[src/rtl/pc_sequencer.sv]
// pc_sequencer: fetch-sequencing controller for the program counter.
// Runs a program of PROG_VALUE+1 instructions with start/stall/branch/halt control.
// Optional build macro PC_SINGLE_STEP_EN: in RUN the PC only advances or branches
// on cycles where step=1. Without it, step is ignored.
module pc_sequencer #(
  parameter int unsigned PROG_VALUE = 3,
  parameter int unsigned WIDTH      = 3
) (
  input  logic             clk,
  input  logic             rst,
  input  logic             start,
  input  logic             stall,
  input  logic             branch_taken,
  input  logic [WIDTH-1:0] branch_target,
  input  logic             halt,
  input  logic             step,
  output logic [WIDTH-1:0] pc_out,
  output logic             pc_valid,
  output logic             busy,
  output logic             done,
  output logic             err
);

  localparam logic [WIDTH-1:0] LAST_PC = WIDTH'(PROG_VALUE);

  typedef enum logic [1:0] {
    IDLE = 2'd0,
    RUN  = 2'd1,
    HALT = 2'd2
  } state_t;

  state_t state;
  logic   adv_c;
  logic   target_ok_c;

`ifdef PC_SINGLE_STEP_EN
  // Advance qualifier: only step pulses move the PC
  assign adv_c = step;
`else
  // Advance qualifier: every unstalled cycle moves the PC
  assign adv_c = 1'b1;
  logic unused_step;
  assign unused_step = step;
`endif

  // Branch target lies within the program
  assign target_ok_c = (branch_target <= LAST_PC);

  // Sequencer state and registered outputs
  always_ff @(posedge clk) begin
    if (rst) begin
      state    <= IDLE;
      pc_out   <= '0;
      pc_valid <= 1'b0;
      busy     <= 1'b0;
      done     <= 1'b0;
      err      <= 1'b0;
    end else begin
      case (state)
        IDLE, HALT: begin
          if (start) begin
            state    <= RUN;
            pc_out   <= '0;
            pc_valid <= 1'b1;
            busy     <= 1'b1;
            done     <= 1'b0;
            err      <= 1'b0;
          end
        end
        RUN: begin
          if (halt) begin
            state    <= HALT;
            pc_valid <= 1'b0;
            busy     <= 1'b0;
            done     <= 1'b1;
          end else if (stall) begin
            pc_out <= pc_out;
          end else if (branch_taken && !target_ok_c) begin
            state    <= HALT;
            pc_valid <= 1'b0;
            busy     <= 1'b0;
            done     <= 1'b1;
            err      <= 1'b1;
          end else if (adv_c) begin
            if (branch_taken) begin
              pc_out <= branch_target;
            end else if (pc_out == LAST_PC) begin
              state    <= HALT;
              pc_valid <= 1'b0;
              busy     <= 1'b0;
              done     <= 1'b1;
            end else begin
              pc_out <= pc_out + WIDTH'(1);
            end
          end
        end
        default: begin
          state    <= IDLE;
          pc_out   <= '0;
          pc_valid <= 1'b0;
          busy     <= 1'b0;
          done     <= 1'b0;
          err      <= 1'b0;
        end
      endcase
    end
  end

endmodule

[config.mk]
export PLATFORM = sky130hd
export DESIGN_NAME = pc_sequencer
export DESIGN_NICKNAME = d
export VERILOG_FILES = /design/src/rtl/pc_sequencer.sv
export SDC_FILE = /design/constraint.sdc
export NUM_CORES = 1
export LEC_CHECK = 0
export BUFFER_PORTS_ARGS = -buffer_cell sky130_fd_sc_hd__buf_2
export CORE_MARGIN = 3
export CORE_UTILIZATION = 35
export CTS_BUF_LIST = sky130_fd_sc_hd__clkbuf_4
export CTS_CLUSTER_DIAMETER = 100
export CTS_CLUSTER_SIZE = 16
export DETAILED_ROUTE_END_ITERATION = 16
export RECOVER_POWER = 25
export SKIP_CTS_REPAIR_TIMING = 1
export SLEW_MARGIN = 20
export SYNTH_ARGS = -nofsm -noshare
export SYNTH_HDL_FRONTEND = slang
export SYNTH_SLANG_ARGS = --single-unit
[constraint.sdc]
create_clock -name clk -period 1.6 [get_ports clk]
set_input_delay 0.4 -clock clk [delete_from_list [all_inputs] [get_ports clk]]
set_output_delay 0.4 -clock clk [all_outputs]
set_load 0.01 [all_outputs]
Word level (Yosys, flattened, before mapping)
Index checks and enable logic that the tools add are counted.
- input bits: 10
- bits in registers: 8
- output and inout bits: 7
- logic and storage cells: 58
- eq/ne operators: 12
- muxes and demuxes: 32
- reduce and logical (&&, ||, !) cells: 7
- order comparisons: 1
- add/sub/neg operators: 1
- operators by type and width (kind ; count):
    two-way mux 3 bit ; 6
    two-way mux 1 bit ; 15
    two-way mux 2 bit ; 6
    != test 2 bit (second input constant) ; 5
    != test 4 bit (second input constant) ; 2
    AND reduction 4 bit ; 2
    != test 3 bit (second input constant) ; 2
    case mux 1 bit (2 select lines) ; 3
    case mux 3 bit (2 select lines) ; 1
    AND reduction 5 bit ; 1
    case mux 2 bit (2 select lines) ; 1
    adder 3 x 1 -> 3 bit (second input constant) ; 1
    == test 3 x 2 -> 1 bit (second input constant) ; 1
    <= comparator 3 x 2 -> 1 bit (second input constant) ; 1
    == test 2 x 1 -> 1 bit (second input constant) ; 1
    == test 2 bit (second input constant) ; 1
    logical NOT 2 bit ; 1
    OR reduction 2 bit ; 1
    logical AND 1 bit ; 1
    logical NOT 1 bit ; 1

Depth between registers and ports, before layout
Gate-level depths: netlist (run 1).
- depth in word-level cells: 7
- depth in mapped cells: 5
- gate-level depth less buffers: 5

Least setup slack after synthesis (run 1)
No wires, ideal clock.
- path type: register to register
- from: register pc_out[0]
- to: register pc_out[1]
- arrival: 1.320 ns
- data required time: 1.472 ns
- cell stages (with the launch flop): 6
- setup time: 0.128 ns
- clock period less this slack: 1.449 ns
- setup slack: 0.151 ns
- path buffers: 0
- cells stage by stage: dfxtp_1 ha_1 ha_1 mux2_4 o311ai_2 a31oi_1
- word-level cells in the longest chain between the ends: 7
- elaborated cells between the ends (all ways): 10
- those cells by class: add/sub (1); eq/ne (2); mux (6); reduce/logical (1)
- RTL lines (item ; line ; RTL):
    start: declaration ; 17 ; output logic [WIDTH-1:0] pc_out,
    start signal: assignment ; 77 ; pc_out <= pc_out;
    start signal: assignment ; 86 ; pc_out <= branch_target;
    start signal: assignment ; 93 ; pc_out <= pc_out + WIDTH'(1);
    adder 3 x 1 -> 3 bit ; 93 ;
    two-way mux 3 bit ; 87 ; end else if (pc_out == LAST_PC) begin
    two-way mux 3 bit ; 85 ; if (branch_taken) begin
    two-way mux 3 bit ; 78 ; end else if (branch_taken && !target_ok_c) begin
    two-way mux 3 bit ; 76 ; end else if (stall) begin
    two-way mux 3 bit ; 71 ; if (halt) begin
    case mux 3 bit (2 select lines) ; 59 ; case (state)
Several ways; a longest one is shown, not always the timed one. The select of a mux whose other input is x is not followed.
A chain may end at the register's enable or synchronous reset.

Final worst setup path (run 1)
- from: register pc_out[1]
- to: register pc_out[1]
The elaborated chain is that of the path after synthesis.

==> results.json, run 1 <==
{
  "setup_violations": 0,
  "ios": 17,
  "grt_max_degree": 10,
  "cts_buffer_depth": 2,
  "grt_setup_unrepaired": "no",
  "path_class": "reg -> reg",
  "worstMarginPinSlew_ns": 0.334,
  "drc": 0,
  "yosysMostFrequentCell": "dfxtp_1",
  "min_period_ns": 1.49,
  "cts_buffers": 3,
  "drive_gt1_share_pct": 34.3,
  "slew_headroom_pct": 77.3,
  "clkTransAtPathRegs_ns": 0.05,
  "ant_nets": 0,
  "ys_seq_area_share_pct": 29.9,
  "grt_pass1_wl_microns": 1790,
  "hold_path.class": "in -> reg",
  "vias": 473,
  "fin_setup_tns_ns": 0,
  "worstSkewPairLatency_ns": 0.25,
  "antenna_found_initial": 0,
  "start_util_pct": 39.6,
  "p_comb_share_pct": 17.1,
  "cp_max_fo": 4,
  "cts_root_buf": "clkbuf_4",
  "tritoncts": "built",
  "rows": 12,
  "ys_types": 27,
  "total_power_uw": 445,
  "nets": 83,
  "ys_warn_count": 0,
  "synthTopCellsByCount": "dfxtp_1 (7), nor2_1 (5), nand2_1 (4)",
  "gp_congestion": 0.817,
  "synth_area_leaders": "dfxtp_1 (30%), o311ai_2 (6.9%), ha_1 (5.3%)",
  "worst_setup_path_end_kind": "flip-flop",
  "synthArstFlopShare_pct": 0,
  "fin_crit_sh_pct": 93.2,
  "synth_cells": 53,
  "power.internal_uw": 326,
  "ys_ff_latch": 7,
  "cts.htree.levels": 1,
  "fmax_mhz": 670,
  "power_frac_seq_pct": 42.9,
  "cap_viol_max_count": 0,
  "hpwl_microns": 848,
  "peakVddDrop_uv": 538,
  "fin_cells": 84,
  "dieHeight_microns": 42.6,
  "synthFlopType": "dfxtp_1",
  "avgSynthCellArea_sq_um": 8.85,
  "power_leakage_nw": 0.246,
  "finalWirelength_microns": 1120,
  "crit_required_ns": 1.73,
  "fin_skew_ns": 0.00111,
  "crit_arrival_ns": 1.63,
  "drtIter0Drc": 10,
  "cts.sinks": 7,
  "slew_violations": 0,
  "io_buffers": 15,
  "core_area_sq_um": 1190,
  "die_w_microns": 42.6,
  "placed_cells": 80,
  "grt_usage_pct": 13.1,
  "yosysTopAreaCell": "dfxtp_1",
  "dieArea_sq_um": 1820,
  "synth_edf_count": 0,
  "p_sw_uw": 119,
  "p_per_area_nw_per_um2": 774,
  "syn_nets": 65,
  "dr.pass1.iters": 4,
  "wl_per_cell_microns": 13.3,
  "synth_area_sq_um": 469,
  "n_antenna_cell": 0,
  "cp-start-kind": "flip-flop",
  "grt-ovfl-total": 0,
  "hold_violations": 0,
  "routed_via_density": 5.63,
  "grt_pass1_vias": 411,
  "area_growth_pct": 22.4,
  "synth_top_area_share_pct": 29.9,
  "switching_share_pct": 26.7,
  "clockPowerShare_pct": 40.0,
  "status": "completed"
}
==> per-layer routing <==
| layer | track usage [%] | vias to the layer above | share of wire, % |
|---|---|---|---|
| met5 | 0 | - | 0 |
| met4 | 3.73 | 0 | 0.90 |
| met3 | 7.30 | 2 | 9.3 |
| met2 | 19.8 | 20 | 47 |
| met1 | 15.8 | 219 | 43 |
| li1 | - | 232 | - |
==> placed cells by master (no fill, tap or decap), types with 2 or more instances in the layout <==
cell,count
clkbuf_1,2
o211ai_1,3
nand4_1,3
o311ai_2,2
a21oi_1,3
nor2_1,5
buf_2,13
nor2b_1,2
nand2b_1,3
clkbuf_4,4
dfxtp_1,7
ha_1,2
inv_1,2
a31oi_1,2
nand2_1,4
==> metrics by stage <==
step / hold WS (ns) / cell area [sq um] / util (%) / setup slack [ns]
2_1_floorplan: 0.524 / 469 / - / 0.151
3_3_place_gp: 0.498 / 547 / 46.1 / 0.133
3_5_place_dp: 0.505 / 547 / 46.1 / 0.115
4_1_cts: 0.413 / 577 / 48.6 / 0.103
5_1_grt: 0.431 / 574 / 48.4 / 0.00438
6_report: 0.421 / 574 / 48.4 / 0.108
==> registers in the layout (all words and copies together) (netlist names) <==
signal  flops
pc_out      3
err         1
busy        1
state       2
==> layout make-up <==
cell class / instances / area [sq um]
repair buffers: 16 / 80.1
flip-flops and latches: 7 / 140
fillers: 128 / 612
well taps: 14 / 17.5
multi-input cells: 41 / 299
inverters: 2 / 7.51
clock buffers: 4 / 30.0
==> cells by family after synthesis <==
logic type / Yosys count / synth area share (%)
and+or+nand+nor: 21 / 23.5
AOI/OAI and AO/OA: 15 / 26.4
DFF: 7 / 29.9
buffers and inverters: 5 / 6.40
muxes: 3 / 8.53
adders and majority gates: 2 / 5.33
==> worst max-delay path, stage by stage, from the launching register on <==
cell      delay [ns]
dfxtp_1         0.34
ha_1            0.19
ha_1            0.20
mux2_4          0.31
o311ai_2        0.22
a31oi_1         0.11
==> worst paths after layout <==
path              slack, ns                     end  depth (start not counted)                    from
hold reg to reg        0.51  pc_out[2]$_SDFFE_PP0P_                          2  pc_out[2]$_SDFFE_PP0P_
hold / removal         0.42  pc_out[2]$_SDFFE_PP0P_                          2                     rst
setup / recovery       0.11  pc_out[1]$_SDFFE_PP0P_                          5  pc_out[1]$_SDFFE_PP0P_
setup reg to reg       0.11  pc_out[1]$_SDFFE_PP0P_                          5  pc_out[1]$_SDFFE_PP0P_
==> power groups by stage <==
stage,Clock (mW),Combinational [mW],Sequential (mW)
final,0.178,0.0762,0.191
after global routing,0.194,0.0832,0.191
after CTS,0.185,0.0766,0.190
after detailed placement,0,0.0763,0.194
after global placement,0,0.0755,0.194
after floorplan,0,0.0476,0.195
No activity file was read; power rests on OpenSTA's default activity.
==> inputs of run 2 (changes only) <==
--- a/config.mk
+++ b/config.mk
@@ -12,6 +12,7 @@
 export CTS_CLUSTER_DIAMETER = 100
 export CTS_CLUSTER_SIZE = 16
 export DETAILED_ROUTE_END_ITERATION = 16
+export PLACE_DENSITY = 0.71
 export RECOVER_POWER = 25
 export SKIP_CTS_REPAIR_TIMING = 1
 export SLEW_MARGIN = 20
==> results.json, run 2 (synthesized netlist as in run 1, its figures left out) <==
{
  "antenna_found_initial": 0,
  "top_register": "pc_out",
  "nets": 83,
  "setup_violations": 0,
  "peakVddDrop_uv": 362,
  "drive_gt1_share_pct": 34.3,
  "dp_slack_ns": 0.108,
  "crit_required_ns": 1.74,
  "cts.sinks": 7,
  "switching_share_pct": 26.9,
  "cts_root_buf": "clkbuf_4",
  "wl_per_cell_microns": 13.0,
  "ant_nets": 0,
  "die_w_microns": 42.6,
  "hold_violations": 0,
  "cts_buffer_depth": 2,
  "io_buffers": 15,
  "dieHeight_microns": 42.6,
  "p_per_area_nw_per_um2": 777,
  "status": "completed",
  "rows": 12,
  "drc": 0,
  "cts_buffers": 3,
  "largest_reg_flops": 3,
  "drtIter0Drc": 7,
  "grt_max_degree": 10,
  "area_growth_pct": 22.4,
  "path_class": "reg -> reg",
  "ios": 17,
  "power_frac_seq_pct": 42.7,
  "power_leakage_nw": 0.246,
  "n_antenna_cell": 0,
  "cp-start-kind": "flip-flop",
  "grt_usage_pct": 13.9,
  "worstSkewPairLatency_ns": 0.26,
  "tritoncts": "built",
  "grt_pass1_vias": 418,
  "dr.pass1.iters": 4,
  "worst_setup_path_end_kind": "flip-flop",
  "p_sw_uw": 120,
  "power.internal_uw": 326,
  "grt_pass1_wl_microns": 1860,
  "clkTransAtPathRegs_ns": 0.05,
  "final_common_cell": "buf_2",
  "crit_arrival_ns": 1.64,
  "fin_crit_sh_pct": 93.9,
  "core_area_sq_um": 1190,
  "gp_congestion": 0.762,
  "worstMarginPinSlew_ns": 0.319,
  "cp_max_fo": 4,
  "p_comb_share_pct": 16.9,
  "grt_setup_unrepaired": "no",
  "fin_skew_ns": 0.00269,
  "hpwl_microns": 808,
  "grt-ovfl-total": 0,
  "fin_setup_tns_ns": 0,
  "vias": 453,
  "layout_setup_ws_ns": 0.0982,
  "slew_headroom_pct": 78.3,
  "slew_violations": 0,
  "dieArea_sq_um": 1820,
  "clockPowerShare_pct": 40.4,
  "largestRegisters": "pc_out (3), state (2)",
  "hold_path.class": "in -> reg",
  "fmax_mhz": 666,
  "cts.htree.levels": 1,
  "cap_viol_max_count": 0,
  "whs_ns": 0.415,
  "min_period_ns": 1.50,
  "finalWirelength_microns": 1090,
  "routed_via_density": 5.39,
  "final_cell_mix": "buf_2 (13), dfxtp_1 (7), nor2_1 (5)",
  "start_util_pct": 39.6
}
-- run 2: final cells by class --
| cell class | count | area (sq um) |
|---|---|---|
| clock buffer | 4 | 30.0 |
| sequential | 7 | 140 |
| inverter | 2 | 7.51 |
| timing repair buffer | 16 | 80.1 |
| fill | 115 | 612 |
| multi-input combinational | 41 | 299 |
| tap | 14 | 17.5 |
-- run 2: power by group through the flow --
stage	Combinational, mW	Clock [mW]	Sequential, mW
after global placement	0.0750	0	0.193
after floorplan	0.0476	0	0.195
final	0.0755	0.180	0.190
after detailed placement	0.0749	0	0.194
after CTS	0.0758	0.190	0.190
after global routing	0.0841	0.195	0.192
-- run 2: final timing paths --
path | slack, ns | cells after the start | start | to
min | 0.42 | 2 | rst | busy$_SDFFE_PP0P_
max | 0.1 | 5 | pc_out[1]$_SDFFE_PP0P_ | pc_out[1]$_SDFFE_PP0P_
max reg2reg | 0.1 | 5 | pc_out[1]$_SDFFE_PP0P_ | pc_out[1]$_SDFFE_PP0P_
min reg2reg | 0.51 | 2 | err$_SDFFE_PP0P_ | err$_SDFFE_PP0P_
-- run 2: routing by layer --
metal  track usage (%)  vias up  share of wire (%)  routed length [microns]
met5                 0        -                  0                        0
met4              5.59        0                2.1                       23
met3              8.15        4                7.0                       77
met2              18.2       13                 43                      465
met1              18.0      203                 48                      529
li1                  -      233                  -                        -
-- run 2: critical path, cell delays in order, from the launching register on --
cell,delay (ns)
dfxtp_1,0.34
ha_1,0.19
ha_1,0.21
mux2_4,0.31
o311ai_2,0.21
a31oi_1,0.12
-- run 2: stage by stage --
step / utilization (%) / area (sq um) / total power [mW] / cells
final: 48.4 / 574 / 0.446 / 84
after global routing: 48.4 / 574 / 0.471 / 84
after CTS: 48.6 / 577 / 0.456 / 84
after detailed placement: 46.1 / 547 / 0.269 / 80
after global placement: 46.1 / 547 / 0.268 / 80
after floorplan: - / 469 / 0.242 / 53
==> inputs of run 3 (changes only) <==
--- a/config.mk
+++ b/config.mk
@@ -5,15 +5,16 @@
 export SDC_FILE = /design/constraint.sdc
 export NUM_CORES = 1
 export LEC_CHECK = 0
-export BUFFER_PORTS_ARGS = -buffer_cell sky130_fd_sc_hd__buf_2
 export CORE_MARGIN = 3
 export CORE_UTILIZATION = 35
 export CTS_BUF_LIST = sky130_fd_sc_hd__clkbuf_4
 export CTS_CLUSTER_DIAMETER = 100
 export CTS_CLUSTER_SIZE = 16
 export DETAILED_ROUTE_END_ITERATION = 16
-export PLACE_DENSITY = 0.71
+export DONT_BUFFER_PORTS = 1
+export PLACE_DENSITY = 0.6
 export RECOVER_POWER = 25
+export SETUP_SLACK_MARGIN = 0.1
 export SKIP_CTS_REPAIR_TIMING = 1
 export SLEW_MARGIN = 20
 export SYNTH_ARGS = -nofsm -noshare
==> results.json, run 3 (synthesized netlist as in run 1, its figures left out) <==
{
  "fin_skew_ns": 0.00443,
  "grt_pass1_wl_microns": 1810,
  "routed_via_density": 5.99,
  "grt-ovfl-total": 0,
  "switching_share_pct": 26.7,
  "worstSkewPairLatency_ns": 0.26,
  "cts.htree.levels": 1,
  "power_frac_seq_pct": 45.0,
  "power.internal_uw": 316,
  "hold_path_end": "pc_out[1]$_SDFFE_PP0P_",
  "largestRegisters": "pc_out (3), state (2)",
  "drive_gt1_share_pct": 22.8,
  "timing.rr.end": "pc_out[2]$_SDFFE_PP0P_",
  "die_w_microns": 42.6,
  "p_sw_uw": 115,
  "slew_headroom_pct": 79.2,
  "ant_nets": 0,
  "top_register": "pc_out",
  "crit_arrival_ns": 1.59,
  "worst_setup_path_end_kind": "flip-flop",
  "ios": 17,
  "cp-start-kind": "flip-flop",
  "status": "completed",
  "core_area_sq_um": 1190,
  "clkTransAtPathRegs_ns": 0.06,
  "nets": 70,
  "slew_violations": 0,
  "drc": 0,
  "worstMarginPinSlew_ns": 0.307,
  "p_comb_share_pct": 10.3,
  "drtIter0Drc": 13,
  "cts.sinks": 7,
  "rows": 12,
  "cp_max_fo": 4,
  "grt_setup_unrepaired": "yes",
  "wl_per_cell_microns": 16.0,
  "hpwl_microns": 831,
  "cts_buffer_depth": 2,
  "fmax_mhz": 690,
  "cts_root_buf": "clkbuf_4",
  "hold_path.class": "in -> reg",
  "peakVddDrop_uv": 269,
  "antenna_found_initial": 0,
  "setup_violations": 0,
  "largest_reg_flops": 3,
  "grt_max_degree": 10,
  "hold_start": "rst",
  "fin_crit_sh_pct": 90.6,
  "fin_setup_tns_ns": 0,
  "area_growth_pct": 12.0,
  "io_buffers": 0,
  "dieHeight_microns": 42.6,
  "clockPowerShare_pct": 44.7,
  "hold_violations": 0,
  "grt_usage_pct": 13.4,
  "tritoncts": "built",
  "start_util_pct": 39.6,
  "n_antenna_cell": 0,
  "gp_congestion": 0.773,
  "finalWirelength_microns": 1140,
  "min_delay_path_depth": 1,
  "power_leakage_nw": 0.191,
  "vias": 425,
  "p_per_area_nw_per_um2": 821,
  "reg2reg_depth": 5,
  "grt_pass1_vias": 395,
  "r2r_start": "pc_out[0]$_SDFFE_PP0P_",
  "total_power_uw": 431,
  "final_common_cell": "dfxtp_1",
  "dieArea_sq_um": 1820,
  "dr.pass1.iters": 4,
  "cts_buffers": 3,
  "final_cell_mix": "dfxtp_1 (7), nor2_1 (5), nand2_1 (4), clkbuf_4 (4)",
  "path_class": "reg -> reg",
  "crit_required_ns": 1.74,
  "min_period_ns": 1.45,
  "cap_viol_max_count": 0,
  "reg2reg_setup_slack_ns": 0.15
}
## run 3: cell types whose count changed in the layout (fill, tap and decap cells not counted), sizes merged
cell    previous run  this run
buf               14         2
clkbuf             6         5
## run 3: layer usage
metal	part of all wire (%)	wire length (microns)	up-vias	GRT usage, %
met3	8.8	100	4	6.01
met5	0	0	-	0
met1	44	495	195	16.0
met4	2.4	27	0	9.32
li1	-	-	208	-
met2	45	512	18	18.5
## run 3: worst max-delay path, stage by stage (launching register included)
cell and delay (ns):
dfxtp_1 0.31, ha_1 0.19, ha_2 0.19, mux2_4 0.31
o311ai_4 0.21, a31oi_1 0.11
## run 3: worst max path at each step
stage	to	slack, ns	from	depth (start not counted)
finish	pc_out[2]$_SDFFE_PP0P_	0.15	pc_out[0]$_SDFFE_PP0P_	5
global route	pc_out[1]$_SDFFE_PP0P_	0.09	pc_out[0]$_SDFFE_PP0P_	5
CTS	pc_out[2]$_SDFFE_PP0P_	0.12	pc_out[0]$_SDFFE_PP0P_	5
detailed placement	pc_out[2]$_SDFFE_PP0P_	0.14	pc_out[0]$_SDFFE_PP0P_	5
global placement	pc_out[2]$_SDFFE_PP0P_	0.17	pc_out[0]$_SDFFE_PP0P_	5
floorplan	pc_out[1]$_SDFFE_PP0P_	0.15	pc_out[0]$_SDFFE_PP0P_	5
## run 3: final cells by class
cell class                      count  area, sq um
Timing Repair Buffer                3         18.8
Multi-Input combinational cell     41          312
Fill cell                         117          661
Inverter                            2         7.51
Clock buffer                        4         30.0
Tap cell                           14         17.5
Sequential cell                     7          140
## run 3: stage by stage
step	util, %	area (sq um)	setup slack (ns)	hold WS (ns)	cells
2_1_floorplan	-	469	0.151	0.524	53
3_3_place_gp	41.0	487	0.165	0.472	67
3_5_place_dp	41.0	487	0.140	0.472	67
4_1_cts	43.6	517	0.123	0.194	71
5_1_grt	44.3	526	0.0949	0.189	71
6_report	44.3	526	0.150	0.197	71
## run 3: power groups by stage
| stage | registers [mW] | clock network [mW] | logic (mW) |
|---|---|---|---|
| floorplan | 0.195 | 0 | 0.0476 |
| finish | 0.194 | 0.193 | 0.0445 |
| detailed placement | 0.198 | 0 | 0.0431 |
| global placement | 0.198 | 0 | 0.0429 |
| global route | 0.195 | 0.200 | 0.0501 |
| CTS | 0.194 | 0.194 | 0.0432 |
